`src/rtl/alu_pkg.sv`:
```
// Shared ALU control encodings and execution-unit state type.
// Also used by the ALU control decoder so both ends agree on the codes.
package alu_pkg;

  localparam logic [2:0] ALU_NOP = 3'b000;
  localparam logic [2:0] ALU_AND = 3'b001;
  localparam logic [2:0] ALU_OR  = 3'b010;
  localparam logic [2:0] ALU_ADD = 3'b011;
  localparam logic [2:0] ALU_SUB = 3'b100;
  localparam logic [2:0] ALU_MUL = 3'b101;

  typedef enum logic {
    StIdle,
    StMul
  } alu_state_e;

endpackage

```
`src/rtl/alu_mul_iter.sv`:
```
// Iterative shift-add multiplier: one partial product per cycle, WIDTH cycles per product.
// done is high in the final iteration; product then carries the completed low WIDTH bits.
module alu_mul_iter #(
  parameter int unsigned WIDTH = 32,
  parameter int unsigned CNT_W = 6
) (
  input  logic             clk,
  input  logic             rst,
  input  logic             start,
  input  logic [WIDTH-1:0] op_a,
  input  logic [WIDTH-1:0] op_b,
  output logic             done,
  output logic [WIDTH-1:0] product
);

  logic [WIDTH-1:0] mcand_q, mplier_q, acc_q, acc_d;
  logic [CNT_W-1:0] cnt_q;

  assign acc_d   = mplier_q[0] ? acc_q + mcand_q : acc_q;
  assign done    = (cnt_q == CNT_W'(1));
  assign product = acc_d;

  always_ff @(posedge clk or posedge rst) begin
    if (rst) begin
      mcand_q  <= '0;
      mplier_q <= '0;
      acc_q    <= '0;
      cnt_q    <= '0;
    end else if (start) begin
      mcand_q  <= op_a;
      mplier_q <= op_b;
      acc_q    <= '0;
      cnt_q    <= CNT_W'(WIDTH);
    end else if (cnt_q != '0) begin
      acc_q    <= acc_d;
      mcand_q  <= mcand_q << 1;
      mplier_q <= mplier_q >> 1;
      cnt_q    <= cnt_q - CNT_W'(1);
    end
  end

endmodule

```
`src/rtl/alu_exec_unit.sv`:
```
// Execution-stage ALU: registered single-cycle logic/arith ops plus a multi-cycle multiply
// that deasserts ready_o while busy so the pipeline can stall EX.
module alu_exec_unit
  import alu_pkg::*;
#(
  parameter int unsigned WIDTH = 32,
  parameter int unsigned CNT_W = 6
) (
  input  logic             clk_i,
  input  logic             rst_i,
  input  logic             valid_i,
  input  logic [2:0]       ctrl_i,
  input  logic [WIDTH-1:0] data1_i,
  input  logic [WIDTH-1:0] data2_i,
  output logic             ready_o,
  output logic             valid_o,
  output logic [WIDTH-1:0] data_o,
  output logic             zero_o
);

  alu_state_e       state_q, state_d;
  logic             valid_d, zero_d;
  logic [WIDTH-1:0] data_d, op_result, mul_product;
  logic             mul_start, mul_done;

  alu_mul_iter #(
    .WIDTH(WIDTH),
    .CNT_W(CNT_W)
  ) u_mul (
    .clk    (clk_i),
    .rst    (rst_i),
    .start  (mul_start),
    .op_a   (data1_i),
    .op_b   (data2_i),
    .done   (mul_done),
    .product(mul_product)
  );

  assign ready_o = (state_q == StIdle);

  // NOP and reserved codes deliberately produce zero.
  always_comb begin
    op_result = '0;
    case (ctrl_i)
      ALU_AND: op_result = data1_i & data2_i;
      ALU_OR:  op_result = data1_i | data2_i;
      ALU_ADD: op_result = data1_i + data2_i;
      ALU_SUB: op_result = data1_i - data2_i;
      default: op_result = '0;
    endcase
  end

  always_comb begin
    state_d   = state_q;
    valid_d   = 1'b0;
    data_d    = data_o;
    zero_d    = zero_o;
    mul_start = 1'b0;
    case (state_q)
      StIdle: begin
        if (valid_i) begin
          if (ctrl_i == ALU_MUL) begin
            mul_start = 1'b1;
            state_d   = StMul;
          end else begin
            data_d  = op_result;
            zero_d  = (op_result == '0);
            valid_d = 1'b1;
          end
        end
      end
      StMul: begin
        if (mul_done) begin
          data_d  = mul_product;
          zero_d  = (mul_product == '0);
          valid_d = 1'b1;
          state_d = StIdle;
        end
      end
      default: state_d = StIdle;
    endcase
  end

  always_ff @(posedge clk_i or posedge rst_i) begin
    if (rst_i) begin
      state_q <= StIdle;
      valid_o <= 1'b0;
      data_o  <= '0;
      zero_o  <= 1'b1;
    end else begin
      state_q <= state_d;
      valid_o <= valid_d;
      data_o  <= data_d;
      zero_o  <= zero_d;
    end
  end

endmodule
```
`config.mk`:
```
export PLATFORM = sky130hd
export DESIGN_NAME = alu_exec_unit
export DESIGN_NICKNAME = d
export VERILOG_FILES = /design/src/rtl/alu_pkg.sv /design/src/rtl/alu_mul_iter.sv /design/src/rtl/alu_exec_unit.sv
export SDC_FILE = /design/constraint.sdc
export NUM_CORES = 1
export LEC_CHECK = 0
export CAP_MARGIN = 25
export CELL_PAD_IN_SITES_DETAIL_PLACEMENT = 1
export CELL_PAD_IN_SITES_GLOBAL_PLACEMENT = 2
export CORE_MARGIN = 8
export CORE_UTILIZATION = 32
export DETAILED_ROUTE_END_ITERATION = 7
export GPL_ROUTABILITY_DRIVEN = 0
export MAX_ROUTING_LAYER = met4
export PLACE_DENSITY = 0.75
export SLEW_MARGIN = 20
export SYNTH_ARGS = -nofsm -noshare
export SYNTH_HDL_FRONTEND = slang
export SYNTH_SLANG_ARGS = --single-unit
```
`constraint.sdc`:
```
create_clock -name clk_i -period 4.08 [get_ports clk_i]
set_input_delay 0.612 -clock clk_i [delete_from_list [all_inputs] [get_ports clk_i]]
set_output_delay 0.612 -clock clk_i [all_outputs]
set_load 0.005 [all_outputs]
```
==> impl_summary.md <==
Clock tree
Clock-pin slew was measured on the worst setup and hold paths at 80 ps. Clock tree synthesis selected as its root buffer the cell clkbuf_16. The number of H-tree levels is 4.

TritonCTS built the clock tree. CTS saw 137 sinks. Clock latency on the worst-skew pair, taken at its later pin, is 450 ps. In this run the deepest clock path goes through 2 buffers. Counting the buffers created by CTS gives 17.

Cells and area
The fraction of final layout cells with drive strength greater than 1 is 0.242. For this run, the share of the core covered by cells in the final layout is 0.446. The filler cells instantiated in the layout total 4436. The count of inserted antenna diode cells is 0. The multi-input combinational cells in the finished layout cover a total of 0.00881 mm^2.

The number of nets in the layout is 1928. In the final layout, flip-flops and latches occupy 0.00343 mm^2. The synthesis-to-finish area growth is 38.1%.

Setup path
Data on the critical path arrives at its endpoint at 4320 ps. The reg-to-reg setup timing slack is 350 ps. On the worst path, the slowest cell contributes a delay of 410 ps.

In this run the critical register-to-register path is launched from u_mul.mcand_q[0]. The setup path with the least slack is of type in2reg. The most critical setup path has its endpoint at zero_o.

The critical path crosses 21 cells after its start point. The top cell family by delay on the critical path is simple AND/OR/NAND/NOR gates. For this design, the slowest cell found on the critical path is or3_1.

The maximum fanout encountered on the critical timing path is 5. Walking the worst path, the cells encountered are clkdlybuf4s15_1 -> buf_4 -> nor3_4 -> buf_6 -> and3_4 -> nand2_4 -> o21ai_1 -> xor2_1 -> ha_2 -> nand2_1 -> or3_1 -> a2bb2oi_2 -> buf_4 -> nor2_1 -> a21boi_2 -> a31oi_2 -> mux2i_2 -> o2111ai_1 -> nor4_1 -> nand2_1 -> nand3_1. In this run the critical register-to-register path is captured at zero_o.

The most critical setup path has its startpoint at data2_i[1]. The worst setup path is launched from a primary input. The number of buffers and inverters on the critical path is 4. At the worst endpoint, the required time is 4470 ps.

The worst setup path is captured at a flip-flop. The depth of the worst register-to-register path is 14.

Logic synthesis
The Yosys step of the flow raised 0 warnings. The number of nets produced by synthesis is 1633. The instance count of the mapped netlist is 1494. The synthesized design contains 137 register bits. The number of enable-type register cells in the synthesized netlist is 0. In the synthesized netlist the dominant register cell turns out to be dfrtp_1. The post-synthesis instance area is 0.0121 mm^2. Counting flops with an async set or reset pin after synthesis yields a share of 1.00.

The post-synthesis cell type count is 87. Each instance of the synthesized netlist takes up on average 8.09 um^2. For this run, the register share of the synthesized area comes to 0.284.

Pwr
Across the VDD grid, the largest voltage drop is 0.000329 V. The clock network fraction of total power is 0.160. For this design the static power due to leakage is 7.36 nW. Summing internal, switching and leakage power gives 0.0103 W. Of the total power, the share spent switching nets is 0.461. In this run the power density over the cells is 617 mW/mm^2. For this design the total switching power over the nets is 0.00474 W. The share of total power dissipated in combinational logic is 0.601.

The internal portion of total power is 0.00555 W. The share of total power dissipated in sequential elements is 0.239.

Route
The pre-antenna-repair detailed-routing pass consisted of 5 iterations. Summed over all layers, the routed wires come to 48000 um. The post-detailed-route wirelength per cell is 20.7 um. For this block, the initial DRC count from the detailed router was 801. In the routed layout, each cell is associated on average with a via count of 5.50. In the routed design, unresolved DRC markers number 0. The detailed-route via count is 12720. The count of nets left with antenna violations once routing finished came out at 0.

Floorplanning
The initial utilization of the core area, before any placement, comes to 0.323. From left edge to right edge, the die measures 210 um. The core region is 0.0374 mm^2. The count of pins on the block boundary is 105.

The site row count is 71. The die covers 0.0442 mm^2. The die is 210 um tall.

Timing
The final-report hold violation count is 0. The total negative slack for setup checks is 0 ps. In this run the tightest slew margin relative to its limit is 0.478. The maximum clock skew at final layout is 14.9 ps. The post-route fraction of the period consumed by the critical path is 0.962.

The number of max-slew violations in the final report was 0. The number of setup violations in the final report is 0. The final critical delay including setup and external delays is 3920 ps. For the pin with the worst max-slew slack, the measured transition is 779 ps. The top achievable clock speed is 255 MHz.

Global routing
The number of global-route vias before repair is 13366. The wire length of the first global-routing pass is 75700 um. The final global-route overflow total is 0.

In the global route stage, overall resource usage came out at 0.220. The initial antenna violation count is 0. Entering global routing, the biggest net connects 76 pins.

Place
The count of input and output buffers is 104. After legalization and detailed placement, the total HPWL measured 37500 um.

Status
The flow ran to the end, and the final reports show no timing, DRC or antenna violations.

Hold path
The worst hold path belongs to the class reg2reg.

Job
The max-capacitance violation count is 0.
==> cells in the final DEF, fill, tap and decap left out, types with 45 or more instances in the layout <==
cell type and n:
xnor2_1 45, a21oi_1 70, a21o_1 58, nand2_1 173, buf_4 250, ha_1 64, dfrtp_1 135, mux2i_1 92
o21ai_0 130, nor2_1 120, clkdlybuf4s50_1 84
==> cell usage after synthesis (all sizes together) (5+ instances only) <==
cell type | instances | area share
a211oi | 43 | 0.028
a21o | 60 | 0.037
a21oi | 85 | 0.037
a221oi | 5 | 0.0047
a22oi | 14 | 0.0087
a31oi | 13 | 0.0072
a32oi | 6 | 0.0043
and2 | 9 | 0.0047
and3 | 9 | 0.0047
buf | 17 | 0.0066
clkbuf | 73 | 0.023
dfrtp | 136 | 0.28
ha | 67 | 0.069
inv | 31 | 0.0096
mux2 | 12 | 0.011
mux2i | 94 | 0.078
nand2 | 179 | 0.056
nand2b | 12 | 0.0062
nand3 | 35 | 0.014
nand4 | 18 | 0.0093
nor2 | 123 | 0.038
nor2b | 15 | 0.0078
nor3 | 56 | 0.024
nor3b | 8 | 0.0050
nor4 | 12 | 0.0072
o2111ai | 5 | 0.0036
o211ai | 14 | 0.0087
o21a | 11 | 0.0068
o21ai | 142 | 0.059
o21bai | 5 | 0.0034
o22ai | 7 | 0.0036
o311ai | 7 | 0.0057
o31a | 5 | 0.0036
o31ai | 13 | 0.0081
or3 | 15 | 0.0078
xnor2 | 45 | 0.033
xor2 | 22 | 0.016
==> state kept, by name, summed over array words and instances, names as in the netlist <==
register / flops
u_mul.cnt_q: 6
valid_o: 1
u_mul.acc_q: 32
u_mul.mcand_q: 32
zero_o: 1
u_mul.mplier_q: 32
data_o: 32
state_q: 1
==> cells by family after synthesis <==
family / after synthesis / share of synthesized area
adder cells (fa/ha/maj): 69 / 0.0727
multiplexers: 106 / 0.0894
XOR/XNOR: 67 / 0.0486
AO/OA/AOI/OAI: 482 / 0.268
flip-flops: 137 / 0.284
AND/OR/NAND/NOR: 510 / 0.197
buffers and inverters: 123 / 0.0401
==> layout make-up <==
type / instances / area share
Timing Repair Buffer: 366 / 0.185
Clock buffer: 17 / 0.0255
Multi-Input combinational cell: 1234 / 0.528
Clock inverter: 15 / 0.0104
Inverter: 33 / 0.00765
Sequential cell: 137 / 0.206
Tap cell: 511 / 0.0383
==> metal layers <==
metal	up-vias	track usage	wire length [um]
met3	50	0.0248	1400
met1	6312	0.296	23100
li1	6105	-	-
met2	253	0.351	22600
met5	-	-	0
met4	0	0.0549	871
==> metrics by stage <==
| step | worst slack, ps | area, um^2 | hold slack, ps | std cells |
|---|---|---|---|---|
| final | 157 | 16700 | 480 | 2313 |
| after floorplan | 22.7 | 12100 | 473 | 1494 |
| after global routing | -42.2 | 16700 | 509 | 2313 |
| after global placement | -996 | 15300 | 462 | 2260 |
| after detailed placement | -1050 | 15300 | 475 | 2260 |
| after CTS | -38.8 | 16300 | 491 | 2306 |
==> worst register-to-register path, stage by stage (launching register included) <==
cell and delay (ps):
dfrtp_1 420, ha_1 260, fa_1 460, a211oi_2 230, o21ai_2 140, o311a_1 350
nor3_4 250, or4_1 150, nand3_1 180, nor4_2 300, buf_4 160, nand4_1 90
nor4_2 330, nand4_1 210, nand3_1 140
==> power by group through the flow <==
| stage | Clock (W) | Combinational (W) | Sequential, W |
|---|---|---|---|
| CTS | 0.00169 | 0.00609 | 0.00246 |
| global placement | 0 | 0.00580 | 0.00247 |
| finish | 0.00165 | 0.00618 | 0.00246 |
| floorplan | 0 | 0.00390 | 0.00231 |
| global route | 0.00174 | 0.00681 | 0.00254 |
| detailed placement | 0 | 0.00597 | 0.00249 |
==> worst min path at each step <==
| stage | from | end | slack (ps) | cells after the start |
|---|---|---|---|---|
| global placement | data_o[22] | data_o[22] | 460 | 2 |
| floorplan | data_o[2] | data_o[2] | 470 | 2 |
| detailed placement | data_o[14] | data_o[14] | 470 | 2 |
| CTS | data_o[14] | data_o[14] | 490 | 2 |
| global route | data_o[26] | data_o[26] | 510 | 1 |
| finish | data_o[14] | data_o[14] | 480 | 2 |
==> what timing repair did <==
action | in CTS | in global routing
hold buffers | 0 | 0
pin swaps | 36 | 51
cloned | 0 | 0
setup buffers | 14 | 8
setup endpoints to repair | 18 | 18
resized for setup | 85 | 73
(Power assumes the default switching activity.)
